`src/rtl/nn_pkg.sv`:
```
// Shared definitions for the fully-connected inference pipeline.
// Holds the sequencer state encoding and the default array sizes.
package nn_pkg;

    localparam int NN_NUM_LAYERS = 3;
    localparam int NN_MAX_INPUTS = 64;

    typedef enum logic [2:0] {
        ST_IDLE,
        ST_CLEAR,
        ST_FEED,
        ST_DRAIN,
        ST_ACTIVATE,
        ST_WRITEBACK,
        ST_DONE
    } seq_state_t;

endpackage

```
`src/rtl/nn_step_counter.sv`:
```
// Loadable up-counter with enable; wraps to zero on terminal count.
// tc flags the enabled cycle on which count equals limit-1.
module nn_step_counter #(
    parameter int W = 4
) (
    input  logic         clk,
    input  logic         reset,
    input  logic         load,
    input  logic [W-1:0] load_val,
    input  logic         en,
    input  logic [W-1:0] limit,
    output logic [W-1:0] count,
    output logic         tc
);

    logic [W-1:0] count_q;
    logic [W-1:0] count_d;

    assign count = count_q;
    assign tc    = en && (count_q == limit - W'(1));

    // Next count: load wins, then advance or wrap on terminal count.
    always_comb begin
        count_d = count_q;
        if (load) begin
            count_d = load_val;
        end else if (en) begin
            count_d = tc ? '0 : count_q + W'(1);
        end
    end

    // Count register.
    always_ff @(posedge clk) begin
        if (reset) begin
            count_q <= '0;
        end else begin
            count_q <= count_d;
        end
    end

endmodule

```
`src/rtl/nn_layer_sequencer.sv`:
```
// Layer sequencer: clear, feed, drain, activate, write back per layer.
// Host sees start/busy/done; per-layer input counts latched on start.
module nn_layer_sequencer
    import nn_pkg::*;
#(
    parameter int NUM_LAYERS  = NN_NUM_LAYERS,
    parameter int MAX_INPUTS  = NN_MAX_INPUTS,
    parameter int MAC_LATENCY = 2,
    parameter int CNT_W       = $clog2(MAX_INPUTS + 1),
    parameter int LAYER_W     = (NUM_LAYERS > 1) ? $clog2(NUM_LAYERS) : 1
) (
    input  logic                        clk,
    input  logic                        reset,
    input  logic                        start,
    input  logic                        abort,
    input  logic                        feed_stall,
    input  logic [NUM_LAYERS*CNT_W-1:0] cfg_num_inputs,
    output logic                        busy,
    output logic                        done,
    output logic [LAYER_W-1:0]          layer_idx,
    output logic [CNT_W-1:0]            feed_idx,
    output logic                        neuron_clear,
    output logic                        acc_en,
    output logic                        act_en,
    output logic                        wb_en
);

    localparam int DRN_W = (MAC_LATENCY > 1) ? $clog2(MAC_LATENCY + 1) : 1;
    localparam logic [LAYER_W-1:0] LAST_LAYER = LAYER_W'(NUM_LAYERS - 1);
    localparam logic [CNT_W-1:0]   MAX_N      = CNT_W'(MAX_INPUTS);

    seq_state_t state_q, state_d;
    logic [LAYER_W-1:0] layer_q, layer_d;
    logic [NUM_LAYERS-1:0][CNT_W-1:0] cfg_q, cfg_d;

    logic [CNT_W-1:0] cur_n;
    logic [CNT_W-1:0] raw_n;
    logic             feed_en;
    logic             feed_load;
    logic             feed_tc;
    logic             drn_en;
    logic             drn_load;
    logic             drn_tc;
    logic [DRN_W-1:0] drn_cnt_unused;

    assign cur_n     = cfg_q[layer_q];
    assign feed_en   = (state_q == ST_FEED) && !feed_stall;
    assign feed_load = abort || (state_q != ST_FEED);
    assign drn_en    = (state_q == ST_DRAIN);
    assign drn_load  = abort || (state_q != ST_DRAIN);

    nn_step_counter #(.W(CNT_W)) u_feed_cnt (
        .clk      (clk),
        .reset    (reset),
        .load     (feed_load),
        .load_val ('0),
        .en       (feed_en),
        .limit    (cur_n),
        .count    (feed_idx),
        .tc       (feed_tc)
    );

    nn_step_counter #(.W(DRN_W)) u_drain_cnt (
        .clk      (clk),
        .reset    (reset),
        .load     (drn_load),
        .load_val ('0),
        .en       (drn_en),
        .limit    (DRN_W'(MAC_LATENCY)),
        .count    (drn_cnt_unused),
        .tc       (drn_tc)
    );

    // Next state, layer index and latched (clamped) configuration.
    always_comb begin
        state_d = state_q;
        layer_d = layer_q;
        cfg_d   = cfg_q;
        raw_n   = '0;
        unique case (state_q)
            ST_IDLE: begin
                if (start && !abort) begin
                    for (int i = 0; i < NUM_LAYERS; i++) begin
                        raw_n    = cfg_num_inputs[i*CNT_W +: CNT_W];
                        cfg_d[i] = (raw_n > MAX_N) ? MAX_N : raw_n;
                    end
                    layer_d = '0;
                    state_d = ST_CLEAR;
                end
            end
            ST_CLEAR: begin
                state_d = (cur_n != '0) ? ST_FEED : ST_DRAIN;
            end
            ST_FEED: begin
                if (feed_tc) state_d = ST_DRAIN;
            end
            ST_DRAIN: begin
                if (drn_tc) state_d = ST_ACTIVATE;
            end
            ST_ACTIVATE: begin
                state_d = ST_WRITEBACK;
            end
            ST_WRITEBACK: begin
                if (layer_q == LAST_LAYER) begin
                    state_d = ST_DONE;
                end else begin
                    layer_d = layer_q + LAYER_W'(1);
                    state_d = ST_CLEAR;
                end
            end
            ST_DONE: begin
                layer_d = '0;
                state_d = ST_IDLE;
            end
            default: begin
                layer_d = '0;
                state_d = ST_IDLE;
            end
        endcase
        if (abort && (state_q != ST_IDLE)) begin
            layer_d = '0;
            state_d = ST_IDLE;
        end
    end

    // Sequencer state, layer index and configuration registers.
    always_ff @(posedge clk) begin
        if (reset) begin
            state_q <= ST_IDLE;
            layer_q <= '0;
            cfg_q   <= '0;
        end else begin
            state_q <= state_d;
            layer_q <= layer_d;
            cfg_q   <= cfg_d;
        end
    end

    assign busy         = (state_q != ST_IDLE);
    assign done         = (state_q == ST_DONE);
    assign layer_idx    = layer_q;
    assign neuron_clear = (state_q == ST_CLEAR);
    assign acc_en       = feed_en;
    assign act_en       = (state_q == ST_ACTIVATE);
    assign wb_en        = (state_q == ST_WRITEBACK);

endmodule

```
`config.mk`:
```
export PLATFORM = sky130hd
export DESIGN_NAME = nn_layer_sequencer
export DESIGN_NICKNAME = d
export VERILOG_FILES = /design/src/rtl/nn_pkg.sv /design/src/rtl/nn_step_counter.sv /design/src/rtl/nn_layer_sequencer.sv
export SDC_FILE = /design/constraint.sdc
export NUM_CORES = 1
export LEC_CHECK = 0
export CORE_ASPECT_RATIO = 1.75
export CORE_MARGIN = 5
export CORE_UTILIZATION = 42
export CTS_CLUSTER_DIAMETER = 100
export DETAILED_ROUTE_END_ITERATION = 8
export PLACE_DENSITY_LB_ADDON = 0.3
export SETUP_SLACK_MARGIN = 0.02
export SLEW_MARGIN = 20
export SYNTH_ARGS = -nofsm -noshare
export SYNTH_HDL_FRONTEND = slang
export SYNTH_SLANG_ARGS = --single-unit
```
`constraint.sdc`:
```
create_clock -name clk -period 3.2 [get_ports clk]
set_input_delay 0.64 -clock clk [delete_from_list [all_inputs] [get_ports clk]]
set_output_delay 0.64 -clock clk [all_outputs]
set_load 0.02 [all_outputs]
```
==> reports/metrics.sh <==
RUN_STATUS='completed'
GRT_USE_MET2_PCT=27.6
GRT_MOST_USED_LAYER='met2'
CPMOSTUSEDCELL='sky130_fd_sc_hd__inv_1'
CRITPATHCAPTURE='wb_en'
AREA_LEADER_NETLIST='sky130_fd_sc_hd__dfxtp_1'
CRITICAL_PATH.SLOWEST_CELL='sky130_fd_sc_hd__clkdlybuf4s50_1'
SETUP_REPAIR_AFTER_GLOBAL_ROUTING_MISSED_ITS_MARGIN='false'
GRT_PASS1_WL_MM=7.19
POSTSYNTHREGISTERBITS=35
GRT_START_MAX_NET_PINS=41
PATH_CLK_SLEW_NS=0.07
GLOBAL_ROUTE.USAGE.MET1_PCT=16.0
CLOCK-SKEW-FINAL_NS=0.00540
NUMBER_OF_BUFFERS_INSERTED_BY_HOLD_REPAIR_AT_CTS=0
CP-END-KIND='output port'
CRITPATHTOPFAMILY='buffers and inverters'
POST_CTS_RESIZE_COUNT=0
YS_ASYNC_SR_FRACTION_PCT=0
DRIVE_ABOVE_1_SHARE_PCT=7.69
R2R_CELLS=9
DRT_FIRST_ITER_VIOLATIONS=23
DIE-HEIGHT_UM=100
OVERFLOW=0
TIMING.RR.START='layer_idx[1]'
TIMING_WORST_SETUP_PATH_TYPE='register to output port'
HOLD_VIOL=0
CLOCK-SINKS=35
ANTENNA-DIODE-COUNT=0
FINAL-MAX-SLEW-VIOLATION-COUNT=0
YS_WARN_COUNT=0
DRT.ANTENNA.VIOLATING_NETS=0
SYN_AREA_PER_CELL_UM2=8.42
CTS_SETUP_BUFFERS=0
ACHIEVABLE-FREQUENCY_MHz=371
SYNTHCELLS=232
START_UTIL_PCT=42.6
DR_VIAS=1733
TOTAL_LEAKAGE_POWER_nW=0.897
CTS_TREE='yes'
FLOORPLAN.DIE.WIDTH_UM=61.6
IO_PINS=41
DOMINANTREGCELLSYNTH='sky130_fd_sc_hd__dfxtp_1'
GRT_ANTENNA_BEFORE_REPAIR=0
PORT_BUFFERS=40
GR-USAGE-MET3_PCT=3.73
MAX-VDD-IR-DROP_uV=363
MIN_PERIOD_OVER_PERIOD_PCT=84.2
NUMBER_OF_ROWS_CREATED_AT_FLOORPLAN=33
NUMBER_OF_ENABLE_FLIP_FLOP_CELLS_AFTER_SYNTHESIS=0
PLACEABLECOREAREA_UM2=4580
DP.CELLS=317
ROUTED_VIA_DENSITY=5.33
CRITICAL_PATH.STARTPOINT='state_q[0]'
CRIT_PATH_MAX_INCR_DELAY_NS=0.59
DETAILEDROUTE.FIRSTPASSITERATIONCOUNT=4
SYNTH.CELL_AREA_UM2=1950
CLK_PATH_BUF_DEPTH=2
WORST_HOLD_PATH_TYPE='register to register'
FINAL_CELLS=325
SYNTHESIS.NETS=261
DRT-WIRELENGTH-PER-CELL_UM=13.6
REGTOREGSETUPSLACK_NS=0.62
INSERTION_DELAY_NS=0.29
POWERDENSITY_nW_PER_UM2=396
ROUTED_WIRELENGTH_MM=4.41
CRITICAL_PATH_BUFFERS_AND_INVERTERS=3
SYNTH.AREA.TOP_CELLS='sky130_fd_sc_hd__dfxtp_1, sky130_fd_sc_hd__nor3b_1, sky130_fd_sc_hd__a21oi_1'
TIMING.FINAL.CRIT_PERIOD_NS=2.70
WORST_SLEW_MARGIN_REL_PCT=63.6
CP_CELL_SEQUENCE='inv_1 > or3_1 > inv_1 > clkdlybuf4s50_1'
CP_DATA_ARRIVAL_TIME_NS=2.06
TOP_FANOUT_VALUE_ON_THE_CRITICAL_PATH=10
UNIQUE_MASTERS_POST_SYNTH=46
CLOCK_TREE.HTREE_LEVEL_COUNT=2
PLACE.GP.CONGESTION=0.852
HPWL_DETAILED_MM=3.36
CRITICAL_R2R_CAPTURE='u_feed_cnt.count[0]'
WORST_SLEW_PIN_SLEW_NS=0.545
NUM-NETS-FINAL=301
WORSTSETUPSTARTPOINTTYPE='register'
DIE_AREA_UM2=6170
GLOBALROUTETOTALUTIL_PCT=15.3
P_R_AREA_GROWTH_VS_SYN_PCT=27.2
CTS.ROOT.BUFFER_CELL='sky130_fd_sc_hd__clkbuf_8'
SETUP_TOTAL_NEGATIVE_SLACK_NS=0
WORST_PATH_DEPTH=4
MAXCAPVIOLATIONS=0
GRT_PASS1_VIAS=1653
TRITONCTS.NUM_BUFFERS=5
SYNTH_LARGEST_TYPE_AREA_FRACTION_PCT=35.9
REMAINING_DRC_ERRORS=0
CRITICAL_PATH_REQUIRED_NS=2.56
SEQ_AREA_FRAC_SYNTH_PCT=35.9
SETUP_VIOLATIONS=0
[registers in the layout (all words and copies together), names as in the netlist]
name	count
cfg_q	21
u_feed_cnt.count	7
state_q	3
layer_idx	2
u_drain_cnt.count	2
[final cells by class]
cell class,count,area (um^2)
multi-input combinational,176,1140
sequential,35,701
clock buffer,8,100
inverter,8,30.0
fill,446,2100
tap,52,65.1
timing repair buffer,46,445
[metal layers]
layer,share of wire (%),up-vias
met5,0,-
met4,1.8,0
met2,54,32
li1,-,897
met3,4.7,7
met1,39,797
[cell usage after synthesis (4+ instances only)]
cell,count
sky130_fd_sc_hd__inv_1,8
sky130_fd_sc_hd__dfxtp_1,35
sky130_fd_sc_hd__and3_1,4
sky130_fd_sc_hd__xnor2_1,14
sky130_fd_sc_hd__a21oi_1,27
sky130_fd_sc_hd__nor4_1,4
sky130_fd_sc_hd__clkbuf_1,8
sky130_fd_sc_hd__mux2i_1,11
sky130_fd_sc_hd__nand2_1,16
sky130_fd_sc_hd__nor2_1,28
sky130_fd_sc_hd__nor3b_1,20
sky130_fd_sc_hd__o21ai_0,7
[worst min path at each step]
stage                         start                    to  slack (ns)  depth (start not counted)
6_report       u_drain_cnt.count[0]  u_drain_cnt.count[0]        0.42                          1
5_1_grt        u_drain_cnt.count[0]  u_drain_cnt.count[0]        0.44                          1
4_1_cts        u_drain_cnt.count[0]  u_drain_cnt.count[0]        0.42                          1
3_5_place_dp   u_drain_cnt.count[0]  u_drain_cnt.count[0]        0.41                          1
3_3_place_gp   u_drain_cnt.count[0]  u_drain_cnt.count[0]        0.40                          1
2_1_floorplan  u_drain_cnt.count[0]  u_drain_cnt.count[0]        0.40                          1
[kinds of logic (layout without fill, tap and decap cells)]
family	Yosys count	after routing	share of synthesized area (%)
AND/OR/NAND/NOR	95	95	27.9
flip-flops	35	35	35.9
multiplexers	11	11	5.63
XOR/XNOR	17	17	7.62
adder cells (fa/ha/maj)	3	3	1.92
buffers and inverters	21	62	5.57
AO/OA/AOI/OAI	50	50	15.5
[layout by cell type, fill, tap and decap left out, types with 2 or more instances in the layout]
cell type,instances
sky130_fd_sc_hd__a21oi_1,27
sky130_fd_sc_hd__and3_1,4
sky130_fd_sc_hd__buf_4,6
sky130_fd_sc_hd__clkbuf_8,7
sky130_fd_sc_hd__clkdlybuf4s50_1,40
sky130_fd_sc_hd__dfxtp_1,35
sky130_fd_sc_hd__ha_1,3
sky130_fd_sc_hd__inv_1,8
sky130_fd_sc_hd__mux2i_1,11
sky130_fd_sc_hd__nand2_1,16
sky130_fd_sc_hd__nand3_1,3
sky130_fd_sc_hd__nand3b_1,2
sky130_fd_sc_hd__nand4_1,3
sky130_fd_sc_hd__nor2_1,28
sky130_fd_sc_hd__nor2b_1,2
sky130_fd_sc_hd__nor3_1,3
sky130_fd_sc_hd__nor3b_1,20
sky130_fd_sc_hd__nor4_1,4
sky130_fd_sc_hd__o21ai_0,7
sky130_fd_sc_hd__o22ai_1,3
sky130_fd_sc_hd__o2bb2ai_1,2
sky130_fd_sc_hd__o31ai_1,2
sky130_fd_sc_hd__xnor2_1,14
sky130_fd_sc_hd__xor2_1,3
[where the power goes]
part	internal (mW)	switching, mW	total (mW)
sequential	0.450	0.0144	0.464
clock	0.196	0.153	0.350
combinational	0.0832	0.0869	0.170
total	0.729	0.255	0.984
[through the flow]
| step | setup slack, ns | hold slack, ns | power, mW | area, um^2 | utilization [%] |
|---|---|---|---|---|---|
| after global placement | 0.571 | 0.404 | 0.643 | 2390 | 52.1 |
| after floorplan | 0.785 | 0.396 | 0.578 | 1950 | - |
| after detailed placement | 0.533 | 0.410 | 0.644 | 2390 | 52.1 |
| final | 0.504 | 0.417 | 0.984 | 2490 | 54.2 |
| after global routing | 0.371 | 0.440 | 1.03 | 2490 | 54.2 |
| after CTS | 0.482 | 0.421 | 0.994 | 2490 | 54.2 |
(Power assumes the default switching activity.)
